File: src/rtl/pcie_app_pkg.sv
// Shared constants and register decode for the pcie-dma application blocks.
package pcie_app_pkg;

    // Application register indices on the transceiver CPU register channel
    localparam int unsigned CONSUMER_RATE = 4;
    localparam int unsigned CHECKSUM_LSW  = 5;
    localparam int unsigned CHECKSUM_MSW  = 6;

    localparam int unsigned CHECKSUM_W = 64;
    localparam int unsigned RATE_RESET = 0;

    typedef enum logic [1:0] {
        SEL_NONE,
        SEL_RATE,
        SEL_LSW,
        SEL_MSW
    } reg_sel_e;

    function automatic reg_sel_e reg_decode(input int unsigned idx);
        reg_sel_e sel;
        sel = SEL_NONE;
        if (idx == CONSUMER_RATE)     sel = SEL_RATE;
        else if (idx == CHECKSUM_LSW) sel = SEL_LSW;
        else if (idx == CHECKSUM_MSW) sel = SEL_MSW;
        return sel;
    endfunction

endpackage

File: src/rtl/pcie_app_throttle.sv
// Rate throttle: after each accepted word, holds ready low for 'rate' cycles.
module pcie_app_throttle #(
    parameter int unsigned RATE_W = 32
) (
    input  logic              clk,
    input  logic              rstn,
    input  logic              accept,
    input  logic [RATE_W-1:0] rate,
    output logic              ready
);

    logic [RATE_W-1:0] count_q;

    // Countdown reloads on accept, otherwise drains towards zero
    always_ff @(posedge clk) begin
        if (!rstn) begin
            count_q <= '0;
        end else if (accept) begin
            count_q <= rate;
        end else if (count_q != '0) begin
            count_q <= count_q - 1'b1;
        end
    end

    // Ready depends on registered state and reset only, never on valid
    always_comb begin
        ready = rstn && (count_q == '0);
    end

endmodule

File: src/rtl/pcie_app_consumer.sv
// C2F stream sink: throttled acceptance with a 64-bit running checksum,
// exposed through CONSUMER_RATE / CHECKSUM_LSW / CHECKSUM_MSW registers.
module pcie_app_consumer
    import pcie_app_pkg::*;
#(
    parameter int unsigned REG_AW = 6,
    parameter int unsigned RATE_W = 32
) (
    input  logic              pcieClk_in,
    input  logic              pcieRstn_in,
    input  logic [63:0]       c2fData_in,
    input  logic              c2fValid_in,
    output logic              c2fReady_out,
    input  logic [REG_AW-1:0] cpuWrAddr_in,
    input  logic [31:0]       cpuWrData_in,
    input  logic              cpuWrValid_in,
    input  logic [REG_AW-1:0] cpuRdAddr_in,
    output logic [31:0]       cpuRdData_out,
    output logic              cpuRdHit_out
);

    logic [RATE_W-1:0]     rate_q;
    logic [CHECKSUM_W-1:0] checksum_q;
    logic [CHECKSUM_W-1:0] checksum_d;
    logic [31:0]           msw_shadow_q;
    logic                  accept;
    logic                  wr_rate;
    logic                  wr_clear;
    reg_sel_e              wr_sel;
    reg_sel_e              rd_sel;

    // Write/read index decode and the handshake
    always_comb begin
        wr_sel   = reg_decode(32'(cpuWrAddr_in));
        rd_sel   = reg_decode(32'(cpuRdAddr_in));
        wr_rate  = cpuWrValid_in && (wr_sel == SEL_RATE);
        wr_clear = cpuWrValid_in && ((wr_sel == SEL_LSW) || (wr_sel == SEL_MSW));
        accept   = c2fValid_in && c2fReady_out;
    end

    pcie_app_throttle #(
        .RATE_W (RATE_W)
    ) u_throttle (
        .clk    (pcieClk_in),
        .rstn   (pcieRstn_in),
        .accept (accept),
        .rate   (rate_q),
        .ready  (c2fReady_out)
    );

    // Rate register; the throttle samples the pre-write value on a same-cycle accept
    always_ff @(posedge pcieClk_in) begin
        if (!pcieRstn_in) begin
            rate_q <= RATE_W'(RATE_RESET);
        end else if (wr_rate) begin
            rate_q <= RATE_W'(cpuWrData_in);
        end
    end

    // Next checksum: a clear takes effect before a same-cycle accumulate
    always_comb begin
        checksum_d = wr_clear ? '0 : checksum_q;
        if (accept) begin
            checksum_d = checksum_d + c2fData_in;
        end
    end

    // Checksum state
    always_ff @(posedge pcieClk_in) begin
        if (!pcieRstn_in) begin
            checksum_q <= '0;
        end else begin
            checksum_q <= checksum_d;
        end
    end

    // Registered read port; an LSW read snapshots the upper half for a coherent MSW read
    always_ff @(posedge pcieClk_in) begin
        if (!pcieRstn_in) begin
            cpuRdData_out <= '0;
            cpuRdHit_out  <= 1'b0;
            msw_shadow_q  <= '0;
        end else begin
            cpuRdData_out <= '0;
            cpuRdHit_out  <= 1'b0;
            case (rd_sel)
                SEL_RATE: begin
                    cpuRdData_out <= 32'(rate_q);
                    cpuRdHit_out  <= 1'b1;
                end
                SEL_LSW: begin
                    cpuRdData_out <= checksum_q[31:0];
                    cpuRdHit_out  <= 1'b1;
                    msw_shadow_q  <= checksum_q[63:32];
                end
                SEL_MSW: begin
                    cpuRdData_out <= msw_shadow_q;
                    cpuRdHit_out  <= 1'b1;
                end
                default: begin
                    cpuRdData_out <= '0;
                    cpuRdHit_out  <= 1'b0;
                end
            endcase
        end
    end

endmodule

File: config.mk
export PLATFORM = sky130hd
export DESIGN_NAME = pcie_app_consumer
export DESIGN_NICKNAME = d
export VERILOG_FILES = /design/src/rtl/pcie_app_pkg.sv /design/src/rtl/pcie_app_throttle.sv /design/src/rtl/pcie_app_consumer.sv
export SDC_FILE = /design/constraint.sdc
export NUM_CORES = 1
export LEC_CHECK = 0
export CAP_MARGIN = 25
export CORE_ASPECT_RATIO = 2
export CORE_MARGIN = 2
export CORE_UTILIZATION = 46
export CTS_CLUSTER_SIZE = 30
export DETAILED_ROUTE_END_ITERATION = 8
export PLACE_DENSITY = 0.68
export SLEW_MARGIN = 20
export SYNTH_ARGS = -nofsm -noshare
export SYNTH_HDL_FRONTEND = slang
export SYNTH_HIERARCHICAL = 1
export SYNTH_SLANG_ARGS = --single-unit
File: constraint.sdc
create_clock -name pcieClk_in -period 4.83 [get_ports pcieClk_in]
set_clock_uncertainty 0.1 [all_clocks]
set_input_delay 0.483 -clock pcieClk_in [delete_from_list [all_inputs] [get_ports pcieClk_in]]
set_output_delay 0.483 -clock pcieClk_in [all_outputs]
set_load 0.02 [all_outputs]
==> out/results.ini <==
[clock_network]
clkSinkCount = 193
clockBufferDepth = 2
htree_num_levels = 4
numCtsBuffers = 17
cts_tree = done
root_buffer = clkbuf_16
post_cts_buffers = 0
clock_latency_ns = 0.45
clkTransAtPathRegs_ns = 0.07
holdBufCountCts = 0
cts_resized = 0

[sta]
hold_viol = 0
finalCritPeriodShare_pct = 92.0
setup_viol = 0
finalCriticalPeriod_ns = 4.44
fin_ws_ns = 0.385
grt_setup_unrepaired = no
finalMaxSlewViolations = 0
finalSetupTns_ns = 0
tightestPinTransition_ns = 0.873
fmax_mhz = 225
slew_headroom_pct = 41.0

[synth]
synth_cell_type_count = 76
synth_area_leaders = dfxtp_1 33%, nand2_1 9.0%, ha_1 6.8%, and2_1 5.1%, a21oi_1 4.7%
post_synth.cell_area_avg_um2 = 7.77
synth_top_cell_by_area = dfxtp_1
async_flop_share_pct = 0
seq_area_frac_synth_pct = 32.9
synth-seq-cells = 193
synth_edf_count = 0
syn_area_mm2 = 0.0118
synth_top_area_share_pct = 32.9
yosys_most_used_dff = dfxtp_1
ys_warn_count = 6
synth_cells = 1513
syn-num-nets = 1690

[worst_setup_path]
critical_path.endpoint_type = register
crit_required_ns = 5.11
cp-start-kind = input pin
cpPeakStageDelay_ns = 0.58
crit_fanout = 38
path_class = input pin to register
critPathArrivalTime_ns = 4.73
rrSetupSlack_ns = 1.19
crit_buf_inv = 3
cp_slowest_cell = or4b_1
cp_top_family = simple AND/OR/NAND/NOR gates
path_cells = clkdlybuf4s50_1 > xor2_1 > nand4_1 > buf_4 > buf_4 > and2_1 > ha_1 > nand2_1 > or4b_1 > a21oi_2 > o21ai_2 > o21ai_4 > a41oi_4 > o21ai_2 > mux2i_1 > mux2i_1

[final_layout]
fin_util_pct = 56.6
fin_nets = 1809
layout-drive-gt1-share_pct = 6.75
layout_commonest_cell = nand2_1
final_cell_mix = 280 x nand2_1, 193 x dfxtp_1, 143 x clkdlybuf4s50_1
area_delta_synth_final_pct = 21.1
num-fill-cells = 2424

[placed_design]
pre_cts_slack_ns = -0.0711
dp_hpwl_um = 30100
port_buffers = 145
gp_congestion = 0.963

[power]
powerDensity_mw_per_mm2 = 356
ir_drop_mv = 0.263
total_power_w = 0.00507
p_leak_nw = 5.53

[global_route]
gr-usage-met3_pct = 3.35
met2_usage_pct = 53.5
grt_max_degree = 90
use_met1_pct = 28.7
antenna_found_initial = 1
grt_pass1_vias = 11000
grt_pass1_wl_um = 58500
overflow = 0
track_usage_pct = 28.4
busiest_layer = met2

[detailed_routing]
vias = 11000
drc = 0
first_pass_iters = 6
drt-initial-drc-count = 737
via_per_inst = 5.55
wire_per_inst_um = 19.1
wl_um = 37900
ant_nets = 0

[floorplanning]
num_rows = 82
dieArea_mm2 = 0.0269
die_h_um = 230
die_w_um = 117
start_util_pct = 46.8
core_area_mm2 = 0.0251
ios = 146

[run]
drv_cap = 0

[status]
status = complete, no violations

[min_path]
hold_path_class = register to register

layout make-up:
cell class / count / area [µm²] / area share, %
Multi-Input combinational cell: 1209 / 7470 / 52.5
Clock inverter: 15 / 180 / 1.27
Sequential cell: 193 / 3860 / 27.1
Tap cell: 336 / 420 / 2.95
Timing Repair Buffer: 192 / 1800 / 12.6
Antenna cell: 1 / 2.50 / 0.0176
Inverter: 19 / 71.3 / 0.501
Clock buffer: 17 / 425 / 2.99
flip-flops by register name (all words and copies together) (netlist names):
signal and flops:
checksum_q 64, u_throttle/count_q 32, cpuRdData_out 32, cpuRdHit_out 1, rate_q 32, msw_shadow_q 32
Yosys cell counts, drive strengths merged (6+ instances only):
cell    number
nand3       17
a21o        33
o21bai      12
inv         19
mux2i       38
nand4       22
ha          64
clkbuf      88
nor4         8
xnor2       45
a211oi       6
nor3        25
a21boi      74
nand2b      11
xor2        41
a21oi      112
dfxtp      193
or4          9
o31ai        8
and2        97
nor2b        8
nor2       106
o21a         7
o21ai      125
or3          8
nand2      281
cell families after synthesis:
group	Yosys count	share of synthesized area, %
AOI/OAI and AO/OA	412	22.5
xor gates and xnor gates	86	6.41
adders and majority gates	65	6.98
buffers and inverters	111	3.63
DFF	193	32.9
muxes	38	3.24
and+or+nand+nor	608	24.4
worst min-delay path, delay by kind of cell, from the launching register on:
family	cells	cell delay [ns]
compound gates	1	0.05
flops	1	0.32
simple gates	1	0.05
power breakdown:
group / leakage [nW] / internal [W] / switching, W
sequential: 1.56 / 0.00174 / 0.000153
combinational: 3.68 / 0.000743 / 0.000965
clock: 0.296 / 0.000821 / 0.000646
worst paths after layout:
path                                                to  cells after the start                   start
worst min register to register          checksum_q[46]                      2          checksum_q[46]
worst max register to register  u_throttle/count_q[21]                     11  u_throttle/count_q[14]
worst max-delay path                    checksum_q[63]                     16         cpuWrAddr_in[0]
worst min-delay path                    checksum_q[46]                      2          checksum_q[46]
metrics by stage:
step | instances | hold WS (ns) | area, µm²
3_5_place_dp | 1948 | 0.356 | 13600
5_1_grt | 1982 | 0.382 | 14200
3_3_place_gp | 1947 | 0.351 | 13600
2_1_floorplan | 1513 | 0.334 | 11800
4_1_cts | 1980 | 0.368 | 14200
6_report | 1982 | 0.368 | 14200
per-layer routing:
layer / up-vias / routed length, µm
met5: - / 0
met4: 0 / 2510
met3: 106 / 1030
met2: 283 / 20600
met1: 5137 / 13800
li1: 5471 / -
(Power assumes the default switching activity.)
